<file path="config.mk">
export PLATFORM = sky130hd
export DESIGN_NAME = vlc_bit_packer
export DESIGN_NICKNAME = d
export VERILOG_FILES = /design/src/rtl/vlc_pkg.sv /design/src/rtl/vlc_word_slot.sv /design/src/rtl/vlc_bit_packer.sv
export SDC_FILE = /design/constraint.sdc
export NUM_CORES = 1
export LEC_CHECK = 0
export ABC_AREA = 1
export ABC_CLOCK_PERIOD_IN_PS = 7800
export CORE_ASPECT_RATIO = 0.5
export CORE_MARGIN = 2
export CORE_UTILIZATION = 30
export DETAILED_ROUTE_END_ITERATION = 10
export PLACE_DENSITY = 0.57
export SLEW_MARGIN = 10
export SYNTH_ARGS = -nofsm -noshare
export SYNTH_HDL_FRONTEND = slang
export SYNTH_SLANG_ARGS = --single-unit
</file>
<file path="constraint.sdc">
create_clock -name clk -period 7.8 [get_ports clk]
set_input_delay 1.56 -clock clk [delete_from_list [all_inputs] [get_ports clk]]
set_output_delay 1.56 -clock clk [all_outputs]
set_load 0.01 [all_outputs]
</file>
<file path="src/rtl/vlc_pkg.sv">
// Shared types and helpers for the VLC bit packer: word width default,
// packer FSM states, accumulator fill width and the codeword mask builder.
package vlc_pkg;

    localparam int VLC_WORD_W = 32;
    // fill counts 0..2*WORD_W pending bits
    localparam int VLC_FILL_W = $clog2(2 * VLC_WORD_W + 1);
    // widest field the mask helper can describe
    localparam int VLC_MASK_W = 64;

    typedef enum logic [1:0] {
        RUN   = 2'd0,
        FLUSH = 2'd1,
        DONE  = 2'd2
    } vlc_state_t;

    // Mask with the top 'len' bits of a 'width'-bit field set (bit width-1 is the MSB).
    function automatic logic [VLC_MASK_W-1:0] vlc_left_mask(input int unsigned len,
                                                            input int unsigned width);
        logic [VLC_MASK_W-1:0] m;
        m = '0;
        for (int unsigned i = 0; i < VLC_MASK_W; i++) begin
            if ((i < width) && (i + len >= width)) begin
                m[i] = 1'b1;
            end
        end
        return m;
    endfunction

endpackage

</file>
<file path="src/rtl/vlc_word_slot.sv">
// One-entry output register for packed words.
// valid/ready: a word moves when out_valid && out_ready on a rising edge;
// out_valid/out_data hold steady until then, and a new load may land in the
// same cycle the previous word leaves.
module vlc_word_slot #(
    parameter int WORD_W = 32
) (
    input  logic              clk,
    input  logic              reset,
    input  logic              load,
    input  logic [WORD_W-1:0] load_data,
    input  logic              out_ready,
    output logic              out_valid,
    output logic [WORD_W-1:0] out_data,
    output logic              free
);

    // free when empty, or when the current word is being taken this cycle
    always_comb begin
        free = !out_valid || out_ready;
    end

    // capture a new word, or empty the slot once the consumer takes it
    always_ff @(posedge clk) begin
        if (reset) begin
            out_valid <= 1'b0;
            out_data  <= '0;
        end else if (load) begin
            out_valid <= 1'b1;
            out_data  <= load_data;
        end else if (out_ready) begin
            out_valid <= 1'b0;
        end
    end

endmodule

</file>
<file path="src/rtl/vlc_bit_packer.sv">
// Packs variable-length codewords MSB-first into WORD_W-bit bitstream words.
// Optional feature macro: VLC_PACKER_BITCNT_EN (builds the total_bits counter;
// otherwise total_bits is tied to zero).
// Handshakes: a codeword is taken when in_valid && in_ready; a word leaves
// when out_valid && out_ready. in_ready depends on registered state only.
module vlc_bit_packer
    import vlc_pkg::*;
#(
    parameter int WORD_W = VLC_WORD_W,
    parameter int LEN_W  = 32
) (
    input  logic              clk,
    input  logic              reset,
    input  logic              in_valid,
    output logic              in_ready,
    input  logic [WORD_W-1:0] in_sum,
    input  logic [LEN_W-1:0]  in_len,
    input  logic              flush_req,
    output logic              flush_done,
    output logic              out_valid,
    input  logic              out_ready,
    output logic [WORD_W-1:0] out_data,
    output logic              err,
    output logic [31:0]       total_bits
);

    localparam int FILL_W = $clog2(2 * WORD_W + 1);
    localparam int ACC_W  = 2 * WORD_W;
    localparam logic [FILL_W-1:0] WORD_FILL = FILL_W'(WORD_W);
    localparam logic [LEN_W-1:0]  MAX_LEN   = LEN_W'(WORD_W);

    vlc_state_t        state_q;
    logic [ACC_W-1:0]  acc_q;
    logic [ACC_W-1:0]  base_acc;
    logic [ACC_W-1:0]  acc_next;
    logic [FILL_W-1:0] fill_q;
    logic [FILL_W-1:0] base_fill;
    logic [FILL_W-1:0] fill_next;
    logic [FILL_W-1:0] len_f;
    logic [WORD_W-1:0] field;
    logic              err_q;
    logic              flush_done_q;
    logic              slot_free;
    logic              accept;
    logic              len_ok;
    logic              take;
    logic              full_xfer;
    logic              pad_xfer;
    logic              xfer;

    // accept/transfer decisions and the next accumulator contents
    always_comb begin
        in_ready  = (state_q == RUN) && (fill_q <= WORD_FILL);
        accept    = in_valid && in_ready;
        len_ok    = (in_len <= MAX_LEN);
        take      = accept && len_ok && (in_len != '0);
        len_f     = len_ok ? FILL_W'(in_len) : '0;
        full_xfer = (fill_q >= WORD_FILL) && slot_free;
        // in FLUSH a short remainder leaves as one zero-padded word
        pad_xfer  = (state_q == FLUSH) && (fill_q != '0) && (fill_q < WORD_FILL) && slot_free;
        xfer      = full_xfer || pad_xfer;
        base_acc  = xfer ? (acc_q << WORD_W) : acc_q;
        if (full_xfer) begin
            base_fill = fill_q - WORD_FILL;
        end else if (pad_xfer) begin
            base_fill = '0;
        end else begin
            base_fill = fill_q;
        end
        // codeword left-aligned in a word, keeping only its len bits
        field = (in_sum << (WORD_FILL - len_f))
                & WORD_W'(vlc_left_mask(32'(len_f), WORD_W));
        acc_next  = base_acc;
        fill_next = base_fill;
        if (take) begin
            acc_next  = base_acc | ({field, {WORD_W{1'b0}}} >> base_fill);
            fill_next = base_fill + len_f;
        end
    end

    // flush FSM with accumulator, error flag and done pulse registers
    always_ff @(posedge clk) begin
        if (reset) begin
            state_q      <= RUN;
            acc_q        <= '0;
            fill_q       <= '0;
            err_q        <= 1'b0;
            flush_done_q <= 1'b0;
        end else begin
            acc_q        <= acc_next;
            fill_q       <= fill_next;
            flush_done_q <= 1'b0;
            if (accept && !len_ok) begin
                err_q <= 1'b1;
            end
            case (state_q)
                RUN: begin
                    if (flush_req) begin
                        state_q <= FLUSH;
                    end
                end
                FLUSH: begin
                    if ((fill_q == '0) && slot_free) begin
                        state_q      <= DONE;
                        flush_done_q <= 1'b1;
                    end
                end
                DONE: begin
                    state_q <= RUN;
                end
                default: begin
                    state_q <= RUN;
                end
            endcase
        end
    end

    vlc_word_slot #(
        .WORD_W(WORD_W)
    ) u_slot (
        .clk      (clk),
        .reset    (reset),
        .load     (xfer),
        .load_data(acc_q[ACC_W-1 -: WORD_W]),
        .out_ready(out_ready),
        .out_valid(out_valid),
        .out_data (out_data),
        .free     (slot_free)
    );

    assign err        = err_q;
    assign flush_done = flush_done_q;

`ifdef VLC_PACKER_BITCNT_EN
    logic [31:0] total_bits_q;

    // running count of legal codeword bits, cleared when a flush completes
    always_ff @(posedge clk) begin
        if (reset) begin
            total_bits_q <= '0;
        end else if (state_q == DONE) begin
            total_bits_q <= '0;
        end else if (take) begin
            total_bits_q <= total_bits_q + 32'(len_f);
        end
    end

    assign total_bits = total_bits_q;
`else
    assign total_bits = '0;
`endif

endmodule

</file>
Word-level counts from Yosys, hierarchy flattened
Index checks and enable logic that the tools add are counted.

storage, ports and cells
  bits in registers = 108
  bits in latches = 0
  bits in writable memories = 0
  bits in read-only memories = 0
  input port bits = 69
  output and inout bits = 68
  logic and storage cells = 150
  memories = 0

cells by class
  add/subtract/negate cells = 34
  multipliers = 0
  divide/modulo/power cells = 0
  $lt $le $gt $ge = 36
  equality and inequality tests = 3
  shift-type cells = 2
  multiplexer cells = 44
  bitwise operators = 3
  reduce and logical (&&, ||, !) cells = 21

operators with widths
  kind                 count
  $ge 8x6->1 const B   31
  $add 5x7->8 const A  16
  $mux 64              2
  $add 4x7->8 const A  8
  $or 64x64->64        1
  $shr 64x7->64        1
  $mux 1               35
  $add 3x7->8 const A  4
  $and 32x32->32       1
  $le 32x6->1 const B  1
  $reduce_bool 32->1   1
  $shl 32x7->32        1
  $mux 7               4
  $add 2x7->8 const A  2
  $ge 7x6->1 const B   2
  $logic_and 1x1->1    10
  $add 1x7->8 const A  1
  $add 7x7->7          1
  $le 7x6->1 const B   1
  $logic_not 7->1      1
  $lt 7x6->1 const B   1
  $reduce_bool 7->1    1
  $sub 6x7->7 const A  1
  $sub 7x6->7 const B  1
  12 further kinds     15

Longest topological paths before layout
  word-level depth = 9
  gate-level depth with buffers = 28
  mapped depth without buffers = 27

Modules after synthesis
From an unflattened synthesis, not the netlist that was laid out.

unflattened totals
  cell total of the unflattened synthesis = 1713
  area, all modules = 10217.3 sq um

modules (own cells, without submodules)
  module          instances  cells an instance  area each (sq um)  seq. area each (sq um)
  vlc_bit_packer  1          1570               9064.9             1501.4
  vlc_word_slot   1          143                1152.4             660.6

Worst setup path before layout
No wires, ideal clock.

  path type = input to register
  start = input in_len[22]
  end = register acc_q[1]
  setup time = 0.070 ns
  arrival time = 4.656 ns
  required time = 7.730 ns
  setup slack = 3.073 ns
  stages = 26
  path buffers = 2
  cells stage by stage = nor2_1 nand2_1 nor2_2 nand3_2 nor2_8 nand2_2 clkinv_2 ha_1 clkbuf_1 nand3_1 nand4_2 buf_2 nand3_1 nand3_2 nand3_1 nand2_1 nand2_1 a21oi_2 nand3_1 nand3_1 nand3_1 nand3_1 nand3_1 nand3_1 nand2_1 a21oi_1

on the way
  longest elaborated chain between the ends = 9
  elaborated cells between the ends (all ways) = 106
  those cells by class = 32 x add/sub; 33 x order compare; 2 x shift; 34 x mux; 2 x bitwise; 3 x reduce/logical

ends and longest elaborated chain
  what                                       line                  source
  start: declaration                         vlc_bit_packer.sv:17  input logic [LEN_W-1:0] in_len,
  $le 32x6->1                                vlc_bit_packer.sv:55  len_ok = (in_len <= MAX_LEN);
  $mux 7                                     vlc_bit_packer.sv:57  len_f = len_ok ? FILL_W'(in_len) : '0;
  $add 1x7->8, or another cell as far along  vlc_pkg.sv:23         if ((i < width) && (i + len >= width)) begin
  $ge 8x6->1                                 vlc_pkg.sv:23
  $mux 1                                     vlc_pkg.sv:23
  $and 32x32->32                             vlc_bit_packer.sv:72  & WORD_W'(vlc_left_mask(32'(len_f), WORD_W));
  $shr 64x7->64                              vlc_bit_packer.sv:76  acc_next = base_acc | ({field, {WORD_W{1'b0}}} >> base_fill);
  $or 64x64->64                              vlc_bit_packer.sv:76
  $mux 64 *                                  vlc_bit_packer.sv:75  if (take) begin
  end signal: assignment                     vlc_bit_packer.sv:90  acc_q <= acc_next;
  end: declaration                           vlc_bit_packer.sv:33  logic [ACC_W-1:0] acc_q;

Mark *: on every way between the ends. The rest lies on a longest branch, timed or not.
A chain may end at the register's enable or synchronous reset.

Worst setup path after layout
  start = input in_len[4]
  end = register acc_q[13]

The elaborated chain is that of the path after synthesis.

==> Implementation_results.wiki <==
{| class="wikitable"
! Metric !! Value
|-
| Clock buffer count from CTS || 9
|-
| Share of final-layout standard cells stronger than drive strength 1 || 6.97%
|-
| Post-CTS Hold Buffers || 0
|-
| Pin count of the biggest net entering global routing || 97
|-
| Detailed-route wire length per cell || 17.5 um
|-
| Synth Register Bits || 108
|-
| Number of pins with negative max-slew slack in the final report || 0
|-
| DR vias || 12100
|-
| Number of warning messages in the yosys log || 0
|-
| Die Y || 136 um
|-
| Max Cap Violations || 0
|-
| Tcrit/Tclk final || 80.8%
|-
| Capturing element type of the critical path || register
|-
| Via count of the first global-routing pass || 11000
|-
| Post-route standard cell area excluding fillers || 11900 um2
|-
| Max Freq || 159 MHz
|-
| Core ar. || 34400 um2
|-
| Post-Synthesis Cell Area || 10500 um2
|-
| Number of buffers inserted to repair setup after CTS || 0
|-
| Area leader, netlist || nand3_1
|-
| Kind of path behind the tightest hold check || register to register
|-
| Number of hold violations in the final report || 0
|-
| Clock tree root buffer cell || clkbuf_16
|-
| Area share of the leading cell type in the synthesized netlist || 22.9%
|-
| Number of remaining DRC errors || 0
|-
| Overall Global Routing Usage || 21.4%
|-
| Slew at the pin closest to its max-slew limit || 1100 ps
|-
| Total power divided by cell area || 144 nW/um2
|-
| Largest fanout of any net on the critical path || 64
|-
| Critical path type || primary input to register
|-
| Crit path DAT || 6580 ps
|-
| First-pass detailed-route iteration total || 5
|-
| VDD IR max || 0.168 mV
|-
| Total I/O pin count || 137
|-
| Standard cell area after detailed placement || 11600 um2
|-
| CTS-repair resized insts || 0
|-
| Number of input and output port buffers inserted || 104
|-
| Clk Latency, worst-skew pair || 360 ps
|-
| Sequential cell area fraction in the yosys report || 20.7%
|-
| Worst-path clk slew || 70 ps
|-
| Main flop type after synthesis || dfxtp_1
|-
| Clock H-tree levels || 3
|-
| Average cell area after synthesis || 6.02 um2
|-
| Final-stage net count || 1857
|-
| Run status || complete, no violations
|-
| Commonest cells post-synth || 478 x nand3_1, 367 x nand2_1, 129 x nor2_1
|-
| GP Congestion || 0.974
|-
| Global-route wire length before repair || 62000 um
|-
| Req. time, crit path || 8080 ps
|-
| Library cell with the highest instance count after synthesis || nand3_1
|-
| Remaining number of nets flagged by the antenna check after routing || 0
|-
| Setup repair after global routing missed its margin || no
|-
| Antenna violations before repair || 0
|-
| Post-Route WL || 39100 um
|-
| CTS Buffer Depth || 2
|-
| DIE AREA || 36500 um2
|-
| Number of cell rows || 48
|-
| Post-Syn Instances || 1737
|-
| Kind of start point of the critical path || primary input
|-
| Cells taking the most area after synthesis || nand3_1 23%, dfxtp_1 21%, nand2_1 13%, nor2_1 4.6%, a21oi_1 4.3%
|-
| Total grt overflow || 0
|-
| Layout Area Growth over Synthesis || 13.9%
|-
| CTS Sinks || 108
|-
| Static Leakage || 4.84 nW
|-
| Count of endpoints failing setup in the final report || 0
|-
| Final HPWL from detailed placement || 29700 um
|-
| Count of flip-flops with a built-in enable after synthesis || 0
|-
| Final min period || 6300 ps
|-
| Floorplan die width || 268 um
|-
| Share of flip-flops with an asynchronous set or reset || 0%
|-
| Worst hold margin || 466 ps
|-
| Antenna fix cells || 0
|-
| Initial standard-cell utilization of the core || 30.4%
|-
| Sum of negative setup slack || 0 ps
|-
| Slew Limit Headroom || 26.7%
|-
| Worst clock skew on the final layout || 6.46 ps
|-
| Iteration-0 DRC count of the detailed router || 1346
|-
| Yosys cell types || 51
|-
| Power after layout || 1.71 mW
|-
| Vias per inst || 5.39
|-
| TritonCTS clock tree || done
|}
==> layer usage <==
metal	share of wire, %	track usage [%]	up-vias
met2	42	31.9	463
li1	-	-	5966
met3	6.8	2.79	60
met1	48	31.1	5580
met5	0	0	-
met4	3.2	7.95	0
==> metrics by stage <==
stage / worst slack (ps) / instances / util, %
2_1_floorplan: 3070 / 1768 / -
3_3_place_gp: 1290 / 2224 / 33.8
3_5_place_dp: 1250 / 2224 / 33.8
4_1_cts: 1620 / 2239 / 34.6
5_1_grt: 1020 / 2239 / 34.6
6_report: 1500 / 2239 / 34.6
==> layout make-up <==
cell class	instances	area, um2
Fill cell	3796	22500
Clock buffer	9	225
Inverter	84	317
Timing Repair Buffer	127	1210
Clock inverter	6	71.3
Sequential cell	108	2160
Multi-Input combinational cell	1430	7340
Tap cell	475	594
==> state kept, by name (all words and copies together) (netlist names) <==
signal	flops
u_slot.out_data	32
acc_q	64
u_slot.out_valid	1
fill_q	7
err	1
flush_done	1
state_q	2
==> report_power, final <==
| group | internal (mW) | switching [mW] | total, mW |
|---|---|---|---|
| Clock | 0.251 | 0.215 | 0.466 |
| Combinational | 0.243 | 0.378 | 0.621 |
| Sequential | 0.602 | 0.0253 | 0.627 |
==> placed cells by master (no fill, tap or decap), drive strengths merged <==
master         instances
a211oi                 2
a21boi                 1
a21oi                 96
a31oi                 19
a41oi                  1
and2                   1
buf                   24
bufinv                 1
clkbuf                 9
clkdlybuf4s50        103
clkinv                 3
clkinvlp               2
conb                  32
dfxtp                108
fa                     1
ha                    27
inv                   84
mux2i                 16
nand2                386
nand3                499
nand3b                 2
nand4                 71
nor2                 141
nor3                   8
nor4                   1
o2111ai                1
o211ai                 3
o21a                   1
o21ai                 99
o21bai                 1
o22ai                  3
o31ai                  2
or2                    4
xnor2                  4
xor2                   8
==> final timing paths <==
path | startpoint | endpoint | slack, ps | depth (start not counted)
worst max register to register | u_slot.out_valid$_SDFFE_PP0P_ | fill_q[6]$_SDFF_PP0_ | 3500 | 15
worst min-delay path | acc_q[31]$_SDFF_PP0_ | acc_q[31]$_SDFF_PP0_ | 470 | 2
worst max-delay path | in_len[4] | acc_q[13]$_SDFF_PP0_ | 1500 | 28
worst min register to register | acc_q[31]$_SDFF_PP0_ | acc_q[31]$_SDFF_PP0_ | 470 | 2
==> cell families after synthesis <==
kind of cell             after synthesis  share of synthesized area (%)
buffers and inverters                230                           10.5
other                                  1                         0.0358
AND/OR/NAND/NOR                     1113                           50.4
adder cells (fa/ha/maj)               28                           3.42
flip-flops                           108                           20.7
AO/OA/AOI/OAI                        229                           11.9
XOR/XNOR                              12                           1.54
multiplexers                          16                           1.53
==> worst max-delay path: stages <==
cell and delay [ps]:
clkdlybuf4s50_1 470, nor2_2 140, nand3_2 110, nand2_2 90, nand2_4 80, nor2_8 190
nand2_2 280, clkinv_2 260, ha_1 360, nand3_1 190, nand4_2 140, buf_4 510
nand3_1 200, nand3_1 180, nand3_1 100, o21ai_2 110, nand2_1 60, nand3_1 200
nand4_2 260, inv_2 90, nand2_1 50, nand2_1 170, nand2_1 90, nor2_1 250
nand2_1 110, nand3_1 90, nand2_1 60, a21oi_1 120
Note: power is estimated with default switching activity, not from simulation.
